===== src/rtl/decode_skid_reg_pkg.sv =====
// Shared IF/ID definitions: MIPS opcode constants, field bit positions and
// occupancy state encoding for the decode skid register.
package decode_skid_reg_pkg;

  localparam logic [5:0] OP_RTYPE = 6'h00;
  localparam logic [5:0] OP_ANDI  = 6'h0C;
  localparam logic [5:0] OP_ORI   = 6'h0D;
  localparam logic [5:0] OP_XORI  = 6'h0E;
  localparam logic [5:0] OP_LUI   = 6'h0F;

  localparam int OPC_MSB = 31;
  localparam int OPC_LSB = 26;
  localparam int RS_MSB  = 25;
  localparam int RS_LSB  = 21;
  localparam int RT_MSB  = 20;
  localparam int RT_LSB  = 16;
  localparam int RD_MSB  = 15;
  localparam int RD_LSB  = 11;
  localparam int SH_MSB  = 10;
  localparam int SH_LSB  = 6;
  localparam int FN_MSB  = 5;
  localparam int FN_LSB  = 0;
  localparam int IMM_MSB = 15;
  localparam int IMM_LSB = 0;

  typedef enum logic [1:0] {
    ST_EMPTY = 2'd0,
    ST_ONE   = 2'd1,
    ST_TWO   = 2'd2
  } occ_state_e;

  // Logical immediates and LUI take their imm16 unsigned.
  function automatic logic is_zext_op(input logic [5:0] op);
    return (op == OP_ANDI) || (op == OP_ORI) || (op == OP_XORI) || (op == OP_LUI);
  endfunction

endpackage


===== src/rtl/decode_skid_reg_slicer.sv =====
// instr_field_slicer: combinational split of a MIPS32 word into its fields,
// plus the zero/sign-extend select for imm16. Shared with later stages.
module instr_field_slicer
  import decode_skid_reg_pkg::*;
(
  input  logic [31:0] instr_i,
  output logic [5:0]  opcode_o,
  output logic [4:0]  rs_o,
  output logic [4:0]  rt_o,
  output logic [4:0]  rd_o,
  output logic [4:0]  shamt_o,
  output logic [5:0]  funct_o,
  output logic [15:0] imm16_o,
  output logic        zext_sel_o
);

  assign opcode_o   = instr_i[OPC_MSB:OPC_LSB];
  assign rs_o       = instr_i[RS_MSB:RS_LSB];
  assign rt_o       = instr_i[RT_MSB:RT_LSB];
  assign rd_o       = instr_i[RD_MSB:RD_LSB];
  assign shamt_o    = instr_i[SH_MSB:SH_LSB];
  assign funct_o    = instr_i[FN_MSB:FN_LSB];
  assign imm16_o    = instr_i[IMM_MSB:IMM_LSB];
  assign zext_sel_o = is_zext_op(instr_i[OPC_MSB:OPC_LSB]);

endmodule


===== src/rtl/decode_skid_reg.sv =====
// IF/ID stage register with a 2-entry skid buffer and MIPS field decode.
// Optional DECODE_STALL_CNT_EN adds a free-running stall_cnt output.
module decode_skid_reg
  import decode_skid_reg_pkg::*;
#(
  parameter int DATA_W = 32,
  parameter int PC_W   = 32
) (
  input  logic              clk,
  input  logic              reset,
  input  logic              flush,
  input  logic              in_valid,
  output logic              in_ready,
  input  logic [DATA_W-1:0] in_instr,
  input  logic [PC_W-1:0]   in_pc4,
  output logic              out_valid,
  input  logic              out_ready,
  output logic [5:0]        opcode,
  output logic [4:0]        rs,
  output logic [4:0]        rt,
  output logic [4:0]        rd,
  output logic [4:0]        shamt,
  output logic [5:0]        funct,
  output logic [15:0]       imm16,
  output logic              zext_sel,
  output logic [PC_W-1:0]   out_pc4
`ifdef DECODE_STALL_CNT_EN
  ,
  output logic [31:0]       stall_cnt
`endif
);

  occ_state_e        state_q, state_d;
  logic              in_ready_q;
  logic [DATA_W-1:0] head_instr_q, head_instr_d;
  logic [PC_W-1:0]   head_pc4_q, head_pc4_d;
  logic [DATA_W-1:0] skid_instr_q, skid_instr_d;
  logic [PC_W-1:0]   skid_pc4_q, skid_pc4_d;
  logic              acc, pop;
  logic [DATA_W-1:0] head_vis;

  assign in_ready  = in_ready_q;
  assign out_valid = (state_q != ST_EMPTY);
  assign acc       = in_valid & in_ready_q;
  assign pop       = out_valid & out_ready;

  always_comb begin
    state_d      = state_q;
    head_instr_d = head_instr_q;
    head_pc4_d   = head_pc4_q;
    skid_instr_d = skid_instr_q;
    skid_pc4_d   = skid_pc4_q;
    unique case (state_q)
      ST_EMPTY: begin
        if (acc) begin
          head_instr_d = in_instr;
          head_pc4_d   = in_pc4;
          state_d      = ST_ONE;
        end
      end
      ST_ONE: begin
        if (acc && !pop) begin
          skid_instr_d = in_instr;
          skid_pc4_d   = in_pc4;
          state_d      = ST_TWO;
        end else if (acc && pop) begin
          head_instr_d = in_instr;
          head_pc4_d   = in_pc4;
        end else if (pop) begin
          state_d = ST_EMPTY;
        end
      end
      ST_TWO: begin
        if (pop) begin
          head_instr_d = skid_instr_q;
          head_pc4_d   = skid_pc4_q;
          state_d      = ST_ONE;
        end
      end
      default: state_d = ST_EMPTY;
    endcase
    if (flush) state_d = ST_EMPTY;
  end

  always_ff @(posedge clk) begin
    if (reset) begin
      state_q      <= ST_EMPTY;
      in_ready_q   <= 1'b1;
      head_instr_q <= '0;
      head_pc4_q   <= '0;
      skid_instr_q <= '0;
      skid_pc4_q   <= '0;
    end else begin
      state_q      <= state_d;
      in_ready_q   <= (state_d != ST_TWO);
      head_instr_q <= head_instr_d;
      head_pc4_q   <= head_pc4_d;
      skid_instr_q <= skid_instr_d;
      skid_pc4_q   <= skid_pc4_d;
    end
  end

  // Gating the head before slicing forces every decode output to 0 when idle.
  assign head_vis = out_valid ? head_instr_q : '0;
  assign out_pc4  = out_valid ? head_pc4_q : '0;

  instr_field_slicer u_slicer (
    .instr_i    (head_vis),
    .opcode_o   (opcode),
    .rs_o       (rs),
    .rt_o       (rt),
    .rd_o       (rd),
    .shamt_o    (shamt),
    .funct_o    (funct),
    .imm16_o    (imm16),
    .zext_sel_o (zext_sel)
  );

`ifdef DECODE_STALL_CNT_EN
  logic [31:0] stall_cnt_q;

  always_ff @(posedge clk) begin
    if (reset) begin
      stall_cnt_q <= '0;
    end else if (out_valid && !out_ready) begin
      stall_cnt_q <= stall_cnt_q + 32'd1;
    end
  end

  assign stall_cnt = stall_cnt_q;
`endif

endmodule


===== config.mk =====
export PLATFORM = sky130hd
export DESIGN_NAME = decode_skid_reg
export DESIGN_NICKNAME = d
export VERILOG_FILES = /design/src/rtl/decode_skid_reg_pkg.sv /design/src/rtl/decode_skid_reg_slicer.sv /design/src/rtl/decode_skid_reg.sv
export SDC_FILE = /design/constraint.sdc
export NUM_CORES = 1
export LEC_CHECK = 0
export ABC_AREA = 0
export CAP_MARGIN = 5
export CORE_MARGIN = 2
export CORE_UTILIZATION = 42
export CTS_BUF_LIST = sky130_fd_sc_hd__clkbuf_8
export CTS_CLUSTER_SIZE = 30
export DETAILED_ROUTE_END_ITERATION = 8
export PLACE_DENSITY = 0.76
export SKIP_LAST_GASP = 1
export SLEW_MARGIN = 30
export SYNTH_ARGS = -nofsm -noshare
export SYNTH_HDL_FRONTEND = slang
export SYNTH_HIERARCHICAL = 1
export SYNTH_SLANG_ARGS = --single-unit

===== constraint.sdc =====
create_clock -name clk -period 3.9 [get_ports clk]
set_input_delay 0.78 -clock clk [delete_from_list [all_inputs] [get_ports clk]]
set_output_delay 0.78 -clock clk [all_outputs]
set_load 0.05 [all_outputs]

==> summary.md, run 1 <==
For this run, asynchronously set or reset flops after synthesis account for 0%. For this run the aggregate overflow at the end of global routing stands at 0. The count of input and output buffers works out to 151. The remaining number of nets flagged by the antenna check after routing is 0, and the final-layout setup total negative slack is 0 ns. The largest total area in the synthesized netlist belongs to dfxtp_1. After synthesis, the most frequently instantiated cells are dfxtp_1 (131), nand2_1 (129), nor2_1 (129). The launch point of the critical path is state_q[1].

For the met3 demand-to-capacity share in global routing, the log shows 5.19%. After detailed routing, the number of remaining DRC violations is 0. For the setup clock skew after layout, the log shows 0.00713 ns.

The worst hold path belongs to the class reg -> reg. The worst register-to-register path begins at state_q[1]. Net count after synthesis: 836. For the count of boundary I/O pins, the log shows 152.

The initial utilization of the core area, before any placement, comes to 42.5%. For met1 alone, demand over resource in global routing was 21.9%. The synthesized netlist devotes 0% of its cell area to XOR and XNOR gates. Clock-pin transition on the worst setup and hold timing paths: 0.07 ns. The signal on the critical path passes through nor2_4, nor2_1, and4bb_2, clkdlybuf4s50_1. Setup repair after global routing left no endpoint under its margin. The maximum clock insertion buffer count is 2, and the final worst hold slack is 0.451 ns. The area of the core region is 15100 um2. The register-to-register setup slack is 1.89 ns. The number of antenna violations at the first check in global routing came out at 0. The run gives 0.305 GHz as the highest achievable clock rate. Summing the areas of all compound-gate instances in the mapped netlist gives 17.3% of the synthesized area. TritonCTS built the clock tree.

Buffers inserted during clock tree synthesis total 17. Measured along the x axis, the die boundary spans 128 um. Once routing completed, OpenROAD measured the worst setup slack at 0.621 ns. A synthesized cell averages 8.37 um2.

The gate count after technology mapping was 767; the slew at the pin closest to its max-slew limit was 0.902 ns. The power per unit of standard cell area came out at 383 nW/um2. The tools report the final max-slew violation count as 0. The max capacitance violation total was 0; the post-layout net count was 911. Capture point of the critical path: zext_sel. At the worst endpoint, the required time is 3.12 ns. The worst-case IR drop observed on VDD is 198 uV.

Setup violations remaining at the end of the flow were counted as 0. The count of buffers added by post-CTS timing repair for setup was 0. In this run the tightest slew margin relative to its limit is 39.9%.

The number of global-route vias before repair came out at 4792. Master of the slowest instance on the critical path: clkdlybuf4s50_1. 0 antenna diodes ended up in the layout. The synthesized design contains 0 enable-type register cells.

CTS built an H-tree with a depth of 4. The row count was 45. The flow ran to the end, and the final reports show no timing, DRC or antenna violations. Dividing the detail-routed wire length by the instance count gives 13.3 um. During synthesis, Yosys emitted a total of 6 warnings. The first global-routing pass estimated 22.9 mm of wire. In this run the static leakage power is 0.00289 uW. The number of resized instances in the post-cts repair step came out at 0. The number of hold buffers added after CTS was 0. In this run the worst path has a maximum fanout of 17. The worst setup path is launched from a flip-flop. The first routing iteration left 206 violations. The global routing stage identified its most utilized layer as met2. For the worst-skew pair, the clock arrives at the later sink with an insertion delay of 0.44 ns. STA puts the critical path data arrival time at 2.50 ns. The critical path's largest stage delay is 0.79 ns. The tools report the routability congestion estimate as 0.738.

The tools report the category of the worst setup path capture point as an output port. By area, the combinational part of the netlist is dominated by compound AO/OA/AOI/OAI gates. The logs give 1041 for the final instance count without filler cells and 4 for the length of the first detailed-routing pass in iterations. Among all flip-flop cells after synthesis, the most frequent one is dfxtp_1. The count of endpoints failing hold in the final timing report is 0, and the simple-gate area share of the yosys netlist is 16.3%.

The share of final-layout standard cells stronger than drive strength 1 is 11.6%, and the number of vias in the routed layout is 5020. The synthesized design contains 131 register bits. Counting distinct cell types in the post-synthesis netlist gives 24.

The share of Yosys cell area claimed by the top area cell type is 40.9%, and the overall die height is 128 um. For this design, the sink count on the clock tree is 131. The total power is 3090 uW, and the growth of design area from synthesis to finish is 26.0%.

The kind of critical path was reg -> out. For this run, global-route usage on met2 was measured as 28.6%. In the global route stage, overall resource usage came out at 17.6%.

Adder-cell share of the synthesized area: 0%. Summing every instance area after synthesis gives 6420 um2. The setup slack at placement came out at 0.989 ns. The post-DP HPWL is 8.64 mm, and the shortest period the worst path allows is 3.28 ns. The number of inserted filler cells in the final layout is 1367.

In this run the critical register-to-register path is captured at skid_pc4_q[30]. The die covers 16300 um2. After detailed routing, the total wire length is 13.9 mm.

Measured in cells, the most critical reg-to-reg path has a length of 5. Summing the sequential cell areas from Yosys gives 40.9% of the chip area. Entering global routing, the biggest net connects 73 pins. Counting tap cells, the placed design contains a total of 1010 instances.

Sorting the synthesized cells by area gives the leading types as dfxtp_1 (41%), mux2_1 (11%), a211oi_2 (11%). Yosys instantiated no cell more often than dfxtp_1. Dividing the detail-routed via count by the number of cells gives 4.82.

In the synthesized netlist, mux cells make up 11.2% of the area. The final worst-path cycle share came out at 84.1%. CTS placed an instance of clkbuf_8 at the clock tree root.
-- sequential cells by signal (all words and copies together) (netlist names) --
register and cells:
head_instr_q 32, head_pc4_q 32, skid_instr_q 32, skid_pc4_q 32, state_q 2, in_ready 1
-- worst max-delay path: cells and delay by family, from the launching register on --
family	cells	cell delay (ns)
and+or+nand+nor	3	0.88
buffers and inverters	1	0.79
DFF	1	0.39
-- layout by cell type (no fill, tap or decap), drive strengths merged, types with 2 or more instances in the layout --
cell,count
clkdlybuf4s50,150
dfxtp,131
nor2,130
nand2,129
inv,69
a21oi,66
mux2,64
a211oi,64
clkbuf,25
buf,9
nand3,2
bufinv,2
nand2b,2
-- cell type report --
type                       instances  area, um2  area share, %
multi-input combinational        466       2910           36.0
sequential                       131       2620           32.4
timing repair buffer             159       1650           20.4
clock buffer                      25        344           4.25
inverter                          67        251           3.11
tap                              188        235           2.91
clock inverter                     5       72.6          0.897
-- metrics by stage --
stage / area [um2] / utilization [%]
3_5_place_dp: 7650 / 50.7
2_1_floorplan: 6420 / -
4_1_cts: 8060 / 53.4
3_3_place_gp: 7650 / 50.7
5_1_grt: 8090 / 53.6
6_report: 8090 / 53.6
-- kinds of logic (layout without fill, tap and decap cells) --
kind of cell	after synthesis	in the layout
AND/OR/NAND/NOR	269	269
buffers and inverters	170	256
AO/OA/AOI/OAI	133	133
flip-flops	131	131
multiplexers	64	64
-- power by group --
part	internal (uW)	switching, uW
Sequential	1400	18.4
Combinational	198	281
Clock	694	501
-- per-layer routing --
metal	part of all wire, %	wire [um]
met1	48	6620
met2	45	6270
met5	0	0
met3	5.4	748
met4	1.7	230
-- worst min path at each step --
stage / startpoint / end / slack, ns / cells after the start
floorplan: skid_instr_q[0] / skid_instr_q[0] / 0.43 / 2
global placement: skid_instr_q[27] / skid_instr_q[27] / 0.44 / 2
detailed placement: skid_instr_q[1] / skid_instr_q[1] / 0.44 / 2
CTS: skid_instr_q[1] / skid_instr_q[1] / 0.45 / 2
global route: skid_instr_q[0] / skid_instr_q[0] / 0.48 / 2
finish: skid_instr_q[5] / skid_instr_q[5] / 0.45 / 2
No activity file was read; power rests on OpenSTA's default activity.
==> run 2, diff against run 1 <==
- PLACE_DENSITY: 0.76 -> 0.79
- clock period: 3.9 -> 2.9 ns (I/O delays scaled with it)
==> run 2 against run 1 <==
  * Utilization grew 0.30 points
  * Design area increased by 0.56%
  * Critical path depth unchanged
  * Hold slack barely moved
  * Wire length is 4.0% higher
  * Clock power grew 45%
  * Sequential share of layout area shrank 0.18 points
  * Worst setup slack got worse by 0.50 ns
  * Critical path type unchanged
==> summary.md, run 2 (same netlist as run 1, synthesis figures left out) <==
The worst path needs 2.78 ns of the cycle, external delays included. The number of vias in the routed layout is 5109 (was 5020), and the post-route standard cell area excluding fillers is 8140 um2 (was 8090 um2). The number of global-route vias before repair came out at 4626 (was 4792). The final-layout setup total negative slack came out at 0 ns (unchanged).

The leakage component of the power came out at 0.00340 uW (was 0.00289 uW). The area of the core region is 15100 um2 (unchanged). The clock sink count came out at 131 (unchanged). The portion of total power attributed to the clock network was 40.4% (was 38.6%); the count of boundary I/O pins was 152 (unchanged). The largest delay contributor family on the critical path was buffers and inverters (was simple AND/OR/NAND/NOR gates). For the detailed-route wire length, the log shows 14.4 mm (was 13.9 mm). The tools report the first-pass GRT wire length as 23.4 mm (was 22.9 mm). TritonCTS built the clock tree. The logs give 2.32 ns (was 3.12 ns) for the required time at the worst-slack endpoint and 6.86 mm (was 6.27 mm) for the routed length on met2.

Highest layer used for signal routing: met4 (unchanged). The final worst hold slack was 0.451 ns (about the same); the combined buffer and inverter count along the critical path was 2 (was 1). Setup repair after global routing left no endpoint under its margin. The run gives 0 (unchanged) as the remaining number of nets flagged by the antenna check after routing. Path type of the worst min-delay path: reg -> reg (unchanged). Critical path cell sequence: nor2_4, buf_4, nor2_1, clkdlybuf4s50_1 (was nor2_4, nor2_1, and4bb_2, clkdlybuf4s50_1). For the signal arrival time at the worst endpoint, the log shows 2.20 ns (was 2.50 ns). The clock root buffer is clkbuf_8 (unchanged). Category of the worst setup path capture point: an output port (unchanged). The number of design rule violations left after detail routing is 0 (unchanged), and the slew at the pin closest to its max-slew limit is 0.572 ns (was 0.902 ns). For the net switching component of the power, the log shows 1110 uW (was 800 uW).

Most frequent cells in the layout: dfxtp_1 (131), nand2_1 (129), nor2_1 (128) (was clkdlybuf4s50_1 (150), dfxtp_1 (131), nand2_1 (129)). Count of input and output buffers: 151 (unchanged). The width of the die works out to 128 um (unchanged).

The row count is 45 (unchanged), and the overall die height is 128 um (unchanged). The wire length per cell is 13.8 um (was 13.3 um), and the clock-pin transition on the worst setup and hold timing paths is 0.07 ns (about the same). Element type at the critical path start: a flip-flop (unchanged). The post-detailed-route via-to-cell ratio is 4.88 (was 4.82), and the length of the first detailed-routing pass in iterations is 5 (was 4). The tools report the detailed-routing wirelength on met1 as 6.51 mm (was 6.62 mm). Critical path's largest stage delay: 0.82 ns (was 0.79 ns). For the final max-slew violation count, the log shows 0 (unchanged).

The biggest fanout along the worst timing path is 11 (was 17), and the highest achievable clock rate is 0.360 GHz. The post-DP HPWL is 9.07 mm (was 8.64 mm). The post-layout net count is 914 (was 911), and the growth of design area from synthesis to finish is 26.7% (was 26.0%).

For the number of inserted filler cells in the final layout, the log shows 1417 (was 1367). The power per unit of standard cell area is 526 nW/um2 (was 383 nW/um2), and the fraction of power spent switching nets is 26.1% (was 25.9%). The tools report the placed standard-cell area as 7700 um2 (was 7650 um2).

The routed wire length on met3 was 881 um (was 748 um); the combinational fraction of design power was 15.0% (was 15.5%). The post-cts hold buffer count came out at 0 (unchanged). The final global-route overflow total is 0 (unchanged). The total power was 4280 uW (was 3090 uW); the die area was 16300 um2 (unchanged). The number of antenna violations at the first check in global routing is 0 (unchanged), and the count of buffers added by post-CTS timing repair for setup is 0 (unchanged).

The starting utilization of the core area is 42.5% (unchanged). The worst max-slew margin expressed relative to the limit is 61.9% (was 39.9%). The commonest non-fill, non-tap cell in the layout was dfxtp_1 (was clkdlybuf4s50_1). Master of the slowest instance on the critical path: clkdlybuf4s50_1 (unchanged).

Kind of critical path: reg -> out (unchanged). The flow ran to the end, and the final reports show no timing, DRC or antenna violations. For the total number of H-tree levels, the log shows 4 (unchanged). The final worst-path cycle share works out to 95.9%. The tools report the fraction of power consumed by sequential logic as 44.7% (was 45.9%). The number of buffers added by the clock tree synthesis step was 17 (unchanged). For the pin count of the biggest net entering global routing, the log shows 66 (was 73). The clock latency at the later pin of the worst-skew pair was 0.43 ns (was 0.44 ns); the detailed router's first-iteration violation count was 312 (was 206).

The share of final-layout standard cells stronger than drive strength 1 was 12.4% (was 11.6%). The tools report the routability congestion estimate as 0.728 (was 0.738). The setup clock skew after layout is 0.00680 ns (was 0.00713 ns), and the antenna diode instance count is 0 (unchanged). The total routing usage reported by global routing is 18.1% (was 17.6%), and the maximum clock insertion buffer count is 2 (unchanged).

The run gives 349 uV (was 198 uV) as the worst voltage drop across the vdd grid. Internal power: 3160 uW (was 2290 uW). The logs give 0 (unchanged) for the setup violation total in the final timing report and 0 (unchanged) for the max capacitance violation total. The run gives 0 (unchanged) as the count of endpoints failing hold in the final timing report.
## run 2: changes by cell type in the layout (fill, tap and decap cells not counted)
cell | before | now
buf_12 | 5 | 8
clkdlybuf4s50_1 | 150 | 80
bufinv_16 | 2 | 4
clkinv_2 | 1 | 3
dlymetal6s2s_1 | 0 | 12
clkinvlp_4 | 0 | 2
dlygate4sd2_1 | 0 | 56
buf_4 | 3 | 5
clkbuf_8 | 25 | 21
## run 2: power by group through the flow
| stage | clock network (uW) | registers [uW] | logic, uW |
|---|---|---|---|
| after global routing | 1860 | 1920 | 698 |
| after global placement | 0 | 1950 | 651 |
| after detailed placement | 0 | 1950 | 659 |
| after floorplan | 0 | 1950 | 457 |
| after CTS | 1770 | 1910 | 648 |
| final | 1730 | 1910 | 641 |
## run 2: tightest hold or removal path: cells and delay by family, from the launching register on
kind | cells | cell delay (ns)
AOI/OAI and AO/OA | 1 | 0.05
DFF | 1 | 0.31
and+or+nand+nor | 1 | 0.05
## run 2: layout make-up
class	count	area, um2	area share (%)
Timing Repair Buffer	162	1670	20.5
Inverter	67	251	3.09
Sequential cell	131	2620	32.2
Tap cell	188	235	2.89
Clock buffer	21	289	3.55
Clock inverter	11	158	1.94
Multi-Input combinational cell	466	2910	35.8
## run 2: layer usage
layer | GRT usage [%] | vias up
met2 | 29.3 | 130
met5 | 0 | -
li1 | - | 2591
met3 | 5.70 | 13
met1 | 23.1 | 2375
met4 | 5.37 | 0
## run 2: path summary, 6_finish.rpt
check,cells after the start,endpoint,slack (ns),from
setup / recovery,4,shamt[1],0.12,state_q[1]
hold / removal,2,skid_instr_q[17],0.45,skid_instr_q[17]
setup reg to reg,5,head_instr_q[13],1.00,state_q[0]
hold reg to reg,2,skid_instr_q[17],0.45,skid_instr_q[17]
## run 2: per-stage QoR
step | instances | utilization (%) | setup WS, ns
after floorplan | 767 | - | 0.747
after global placement | 1013 | 51.0 | 0.472
after detailed placement | 1013 | 51.0 | 0.409
after CTS | 1045 | 53.5 | 0.0122
after global routing | 1046 | 53.9 | 0.00783
final | 1046 | 53.9 | 0.119
## run 2: repair_timing
item / in CTS / in global routing
gates cloned: 0 / 0
gates resized for setup: 56 / 12
endpoints found under the setup margin: 56 / 13
endpoints found under the hold margin: 0 / 0
==> edit 1: new RTL, settings of run 2 <==
Re-encode `occ_state_e` (3 states) as one-hot, 3 bits wide.
--- a/src/rtl/decode_skid_reg_pkg.sv
+++ b/src/rtl/decode_skid_reg_pkg.sv
@@ -25,6 +25,6 @@
 
-  typedef enum logic [1:0] {
-    ST_EMPTY = 2'd0,
-    ST_ONE   = 2'd1,
-    ST_TWO   = 2'd2
+  typedef enum logic [2:0] {
+    ST_EMPTY = 3'b001,
+    ST_ONE   = 3'b010,
+    ST_TWO   = 3'b100
   } occ_state_e;
Formal check against the unedited RTL: no difference found for any inputs over 4 cycles, from zero or initial values and one cycle with reset high; so few cycles prove little.
==> edit 1 against run 2 <==
Design area up 9.5%. Sequential cell count grew 1. Power is 2.1% higher. Critical path depth up 1. Clock skew grew 0.0042 ns. Sequential share of layout area is 2.6 points lower. Synthesized area is 17% higher. Count of clock-buffer cells in the layout unchanged. Clock power down 9.8%. Setup slack better by 0.063 ns. Routed wire length rose by 20%. Non-clock buffer count up 12. Register-to-register slack got worse by 0.18 ns. Largest cell class unchanged. Largest power group unchanged.
==> edit 1: results (changes against run 2) <==
INFO  setup_path     worstPathMaxFanout=8 [-3]
INFO  setup_path     critPathArrivalTime=2.14ns [-0.06 ns]
INFO  yosys          async_flop_share=0 [unchanged]
INFO  detailed_routing vias=5695 [+11%]
INFO  place          detail_placement_hpwl=11000µm [+22%]
INFO  pwr            cellLeakagePower=0.00308µW [-9.3%]
INFO  yosys          yosysSeqAreaShare=0.352 [-0.0562]
INFO  outcome        result_of_the_run=completed
INFO  detailed_routing initial_drt_markers=263 [-16%]
INFO  setup_path     max_stage_delay=0.46ns [-0.36 ns]
INFO  layout         number_of_nets_in_the_layout=937 [+2.5%]
INFO  place          pre_cts_slack=0.311ns [-0.0986 ns]
INFO  yosys          yosys-top-cells-count=132 x sky130_fd_sc_hd__dfxtp_1, 130 x sky130_fd_sc_hd__nand2_1, 129 x sky130_fd_sc_hd__nor2b_1
INFO  place          placedInstanceArea=0.00850mm² [+10%]
INFO  place          gp_routability_congestion=0.782 [+7.4%]
INFO  layout         filler_free_cell_count_of_the_finished_design=1105 [+5.6%]
INFO  detailed_routing detail_route.wirelength=17300µm [+20%]
INFO  clock_tree     clkLatencyLatePin=0.46ns [+0.03 ns]
INFO  yosys          post_synth_main_area_contributors=sky130_fd_sc_hd__dfxtp_1 35%, sky130_fd_sc_hd__nor3_2 16%, sky130_fd_sc_hd__nor2b_1 11%
INFO  setup_path     timing.critical_path.slowest_stage_cell=sky130_fd_sc_hd__dfxtp_1
INFO  pwr            share_clk_of_total_power=0.357 [-0.047]
INFO  detailed_routing drt_first_pass_iters=6 [+1]
INFO  pwr            cellInternalPower=3120µW [-1.4%]
INFO  yosys          syn_inst=800 [+4.3%]
INFO  place          place.detailed.instances=1073 [+5.9%]
INFO  pwr            p_seq=1950µW [+2%]
INFO  global_routing grt_pass1_vias=5535 [+20%]
INFO  yosys          fraction_of_the_mapped_netlist_area_in_compound_gates=0.168 [-0.00532]
INFO  yosys          synth_xor_xnor_area_share=0.00234 [+0.00234]
INFO  yosys          yosys.cell_types.count=33 [+38%]
INFO  global_routing grt_first_pass_wirelength=27900µm [+19%]
INFO  layout         fillers=1625 [+15%]
INFO  yosys          synth.mux.area_fraction=0 [-0.112]
INFO  pwr            vdd.ir_drop.worst=305µV [-13%]
INFO  clock_tree     cts-buffers-inserted=17 [unchanged]
INFO  global_routing globalRouteTotalUtil=0.189 [+0.00778]
INFO  place          placement.io_buffers=151 [unchanged]
INFO  layout         layout_cell_share_with_drive_strength_beyond_1=0.359 [+0.236]
INFO  pwr            switching_share=0.286 [+0.0252]
INFO  sta            slew_headroom=0.478 [-0.141]
INFO  setup_path     critical-path-top-delay-family=simple AND/OR/NAND/NOR gates
==> edit 1: changes by cell type in the layout (fill, tap and decap cells not counted), sizes merged, moves of 12 or more <==
cell | run 2 | this run
mux2 | 64 | 0
a221oi | 0 | 64
inv | 69 | 3
a211oi | 64 | 0
nor3 | 1 | 130
dlygate4sd2 | 56 | 0
nor2 | 130 | 3
clkdlybuf4s50 | 80 | 68
nor2b | 0 | 129
dlymetal6s2s | 12 | 0
buf | 14 | 106
==> edit 1: timing repair <==
action	in CTS	in global routing
buffers inserted	0	1
pin swaps	0	0
gates resized for setup	1	0
hold endpoints to repair	0	0
hold buffers	0	0
setup endpoints to repair	27	26
==> edit 1: final cells by class <==
cell class,instances,area [µm²],area share
multi-input cells,541,3990,0.448
clock buffers,21,289,0.0325
inverters,2,7.51,0.000843
repair buffers,174,1590,0.179
well taps,225,282,0.0316
flip-flops and latches,132,2640,0.297
clock inverters,10,106,0.0119
==> edit 1: routing by layer <==
layer / wire, µm / track usage / up-vias / share of wire
met4: 301 / 0.0687 / 0 / 0.017
met2: 8590 / 0.321 / 132 / 0.50
met5: 0 / 0 / - / 0
met3: 839 / 0.0500 / 22 / 0.049
li1: - / - / 2850 / -
met1: 7550 / 0.228 / 2691 / 0.44
==> edit 1: worst paths after layout <==
check	start	end	slack, ns	depth (start not counted)
setup / recovery	state_q[0]$_SDFF_PP1_	zext_sel	0.18	5
hold / removal	skid_instr_q[24]$_SDFFE_PP0P_	skid_instr_q[24]$_SDFFE_PP0P_	0.46	2
setup reg to reg	state_q[2]$_SDFF_PP0_	head_pc4_q[24]$_SDFFE_PP0P_	0.82	6
hold reg to reg	skid_instr_q[24]$_SDFFE_PP0P_	skid_instr_q[24]$_SDFFE_PP0P_	0.46	2
==> edit 2: new RTL, settings of run 2 <==
Made on the original files. The parameter `PC_W` goes from 32 to 28.
--- a/src/rtl/decode_skid_reg.sv
+++ b/src/rtl/decode_skid_reg.sv
@@ -6,3 +6,3 @@
   parameter int DATA_W = 32,
-  parameter int PC_W   = 32
+  parameter int PC_W   = 28
 ) (
Interface: changed (resized in_pc4 and out_pc4); port bits go from 152 to 144. No check against the original RTL was run, so the function may have changed too.
==> edit 2 against run 2 <==
Routed wire length fell by 8.3%. Non-clock buffer count shrank 9. Design area down 10%. Power fell by 12%. Setup slack better by 0.059 ns. First-iteration DRC count down 9.9%. Via count down 4.9%. Synthesized area is 10% lower. Sequential cell count shrank 8. Critical endpoint is now out_pc4[18]. Largest cell class unchanged.
==> edit 2: results (changes against run 2) <==
INFO  outcome        result_of_the_run=completed
INFO  yosys          post_synth_main_area_contributors=sky130_fd_sc_hd__dfxtp_1 43%, sky130_fd_sc_hd__mux2_2 9.4%, sky130_fd_sc_hd__nor2_1 8.0%
INFO  place          detail_placement_hpwl=8220µm [-9.4%]
INFO  place          pre_cts_slack=0.428ns [+0.0185 ns]
INFO  global_routing grt_first_pass_wirelength=21200µm [-9.7%]
INFO  global_routing grt_start_max_net_pins=67 [+1.5%]
INFO  layout         filler_free_cell_count_of_the_finished_design=984 [-5.9%]
INFO  global_routing globalRouteTotalUtil=0.182 [+0.000825]
INFO  setup_path     critical_path.reg2reg.endpoint=head_instr_q[1]$_SDFFE_PP0P_
INFO  setup_path     worstPathMaxFanout=15 [+4]
INFO  sta            setup_ws=0.178ns [+0.0586 ns]
INFO  yosys          yosys.cell_types.count=22 [-8.3%]
INFO  sta            tightestPinTransition=0.909ns [+0.338 ns]
INFO  yosys          yosysSeqAreaShare=0.428 [+0.0192]
INFO  detailed_routing initial_drt_markers=281 [-9.9%]
INFO  place          gp_routability_congestion=0.739 [+1.5%]
INFO  yosys          synth.net_count=790 [-5.5%]
INFO  detailed_routing drt_first_pass_iters=4 [-1]
INFO  place          place.detailed.instances=953 [-5.9%]
INFO  yosys          yosys-top-cells-count=123 x sky130_fd_sc_hd__dfxtp_1, 122 x sky130_fd_sc_hd__nor2_1, 121 x sky130_fd_sc_hd__nand2_1
INFO  pwr            vdd.ir_drop.worst=340µV [-2.6%]
INFO  place          placedInstanceArea=0.00695mm² [-9.8%]
INFO  setup_path     setup.reg_to_reg.worst_slack=0.94ns [-0.06 ns]
INFO  layout         number_of_nets_in_the_layout=861 [-5.8%]
INFO  sta            clock-skew-final=0.00653ns [-0.000266 ns]
INFO  setup_path     ff2ff_path_depth=4 [-1]
INFO  detailed_routing vias=4859 [-4.9%]
## edit 2: cell types whose count changed in the layout (fill, tap and decap cells not counted), sizes merged, moves of 2 or more
| cell | run 2 | this run |
|---|---|---|
| a211oi | 64 | 60 |
| a21oi | 66 | 62 |
| buf | 14 | 12 |
| bufinv | 4 | 1 |
| clkinv | 3 | 6 |
| dfxtp | 131 | 123 |
| dlygate4sd2 | 56 | 47 |
| dlymetal6s2s | 12 | 15 |
| inv | 69 | 65 |
| mux2 | 64 | 60 |
| nand2 | 129 | 121 |
| nor2 | 130 | 122 |
## edit 2: what timing repair did
item | CTS | global route
buffers inserted | 0 | 0
setup endpoints to repair | 47 | 15
endpoints found under the hold margin | 0 | 0
gates resized for setup | 47 | 15
## edit 2: worst min path at each step
stage                                        startpoint                             to  cells after the start
after floorplan           skid_instr_q[13]$_SDFFE_PP0P_  skid_instr_q[13]$_SDFFE_PP0P_                      2
after global placement    skid_instr_q[18]$_SDFFE_PP0P_  skid_instr_q[18]$_SDFFE_PP0P_                      2
after detailed placement  skid_instr_q[18]$_SDFFE_PP0P_  skid_instr_q[18]$_SDFFE_PP0P_                      2
after CTS                 skid_instr_q[18]$_SDFFE_PP0P_  skid_instr_q[18]$_SDFFE_PP0P_                      2
after global routing         skid_pc4_q[2]$_SDFFE_PP0P_     skid_pc4_q[2]$_SDFFE_PP0P_                      2
final                      skid_instr_q[4]$_SDFFE_PP0P_   skid_instr_q[4]$_SDFFE_PP0P_                      2
## edit 2: stage by stage
step | hold WS [ns] | total power (µW)
after floorplan | 0.432 | 2210
after global placement | 0.438 | 2390
after detailed placement | 0.444 | 2400
after CTS | 0.453 | 3800
after global routing | 0.466 | 3930
final | 0.452 | 3750
## edit 2: per-layer routing
metal	up-vias	wire length (µm)	global-route usage
met5	-	0	0
met2	141	6140	0.291
met4	0	101	0.0545
met1	2274	6150	0.230
li1	2433	-	-
met3	11	827	0.0634
## edit 2: final cells by class
class                   instances  area (µm²)  share of cell area
well taps                     176         220              0.0302
flip-flops and latches        123        2460               0.338
multi-input cells             438        2480               0.340
inverters                      63         236              0.0324
repair buffers                153        1530               0.210
clock inverters                10        75.1              0.0103
clock buffers                  21         289              0.0396
## edit 2: cell families (layout without fill, tap and decap cells)
| logic type | after synthesis | count (layout) | synth area share |
|---|---|---|---|
| buffers and inverters | 164 | 247 | 0.147 |
| AND/OR/NAND/NOR | 253 | 253 | 0.170 |
| AO/OA/AOI/OAI | 125 | 125 | 0.137 |
| flip-flops | 123 | 123 | 0.428 |
| multiplexers | 60 | 60 | 0.117 |
## edit 2: power by group
group	internal, µW	switching, µW	total [µW]
Clock	747	657	1400
Sequential	1770	23.7	1800
Combinational	227	328	554
Total	2750	1010	3750
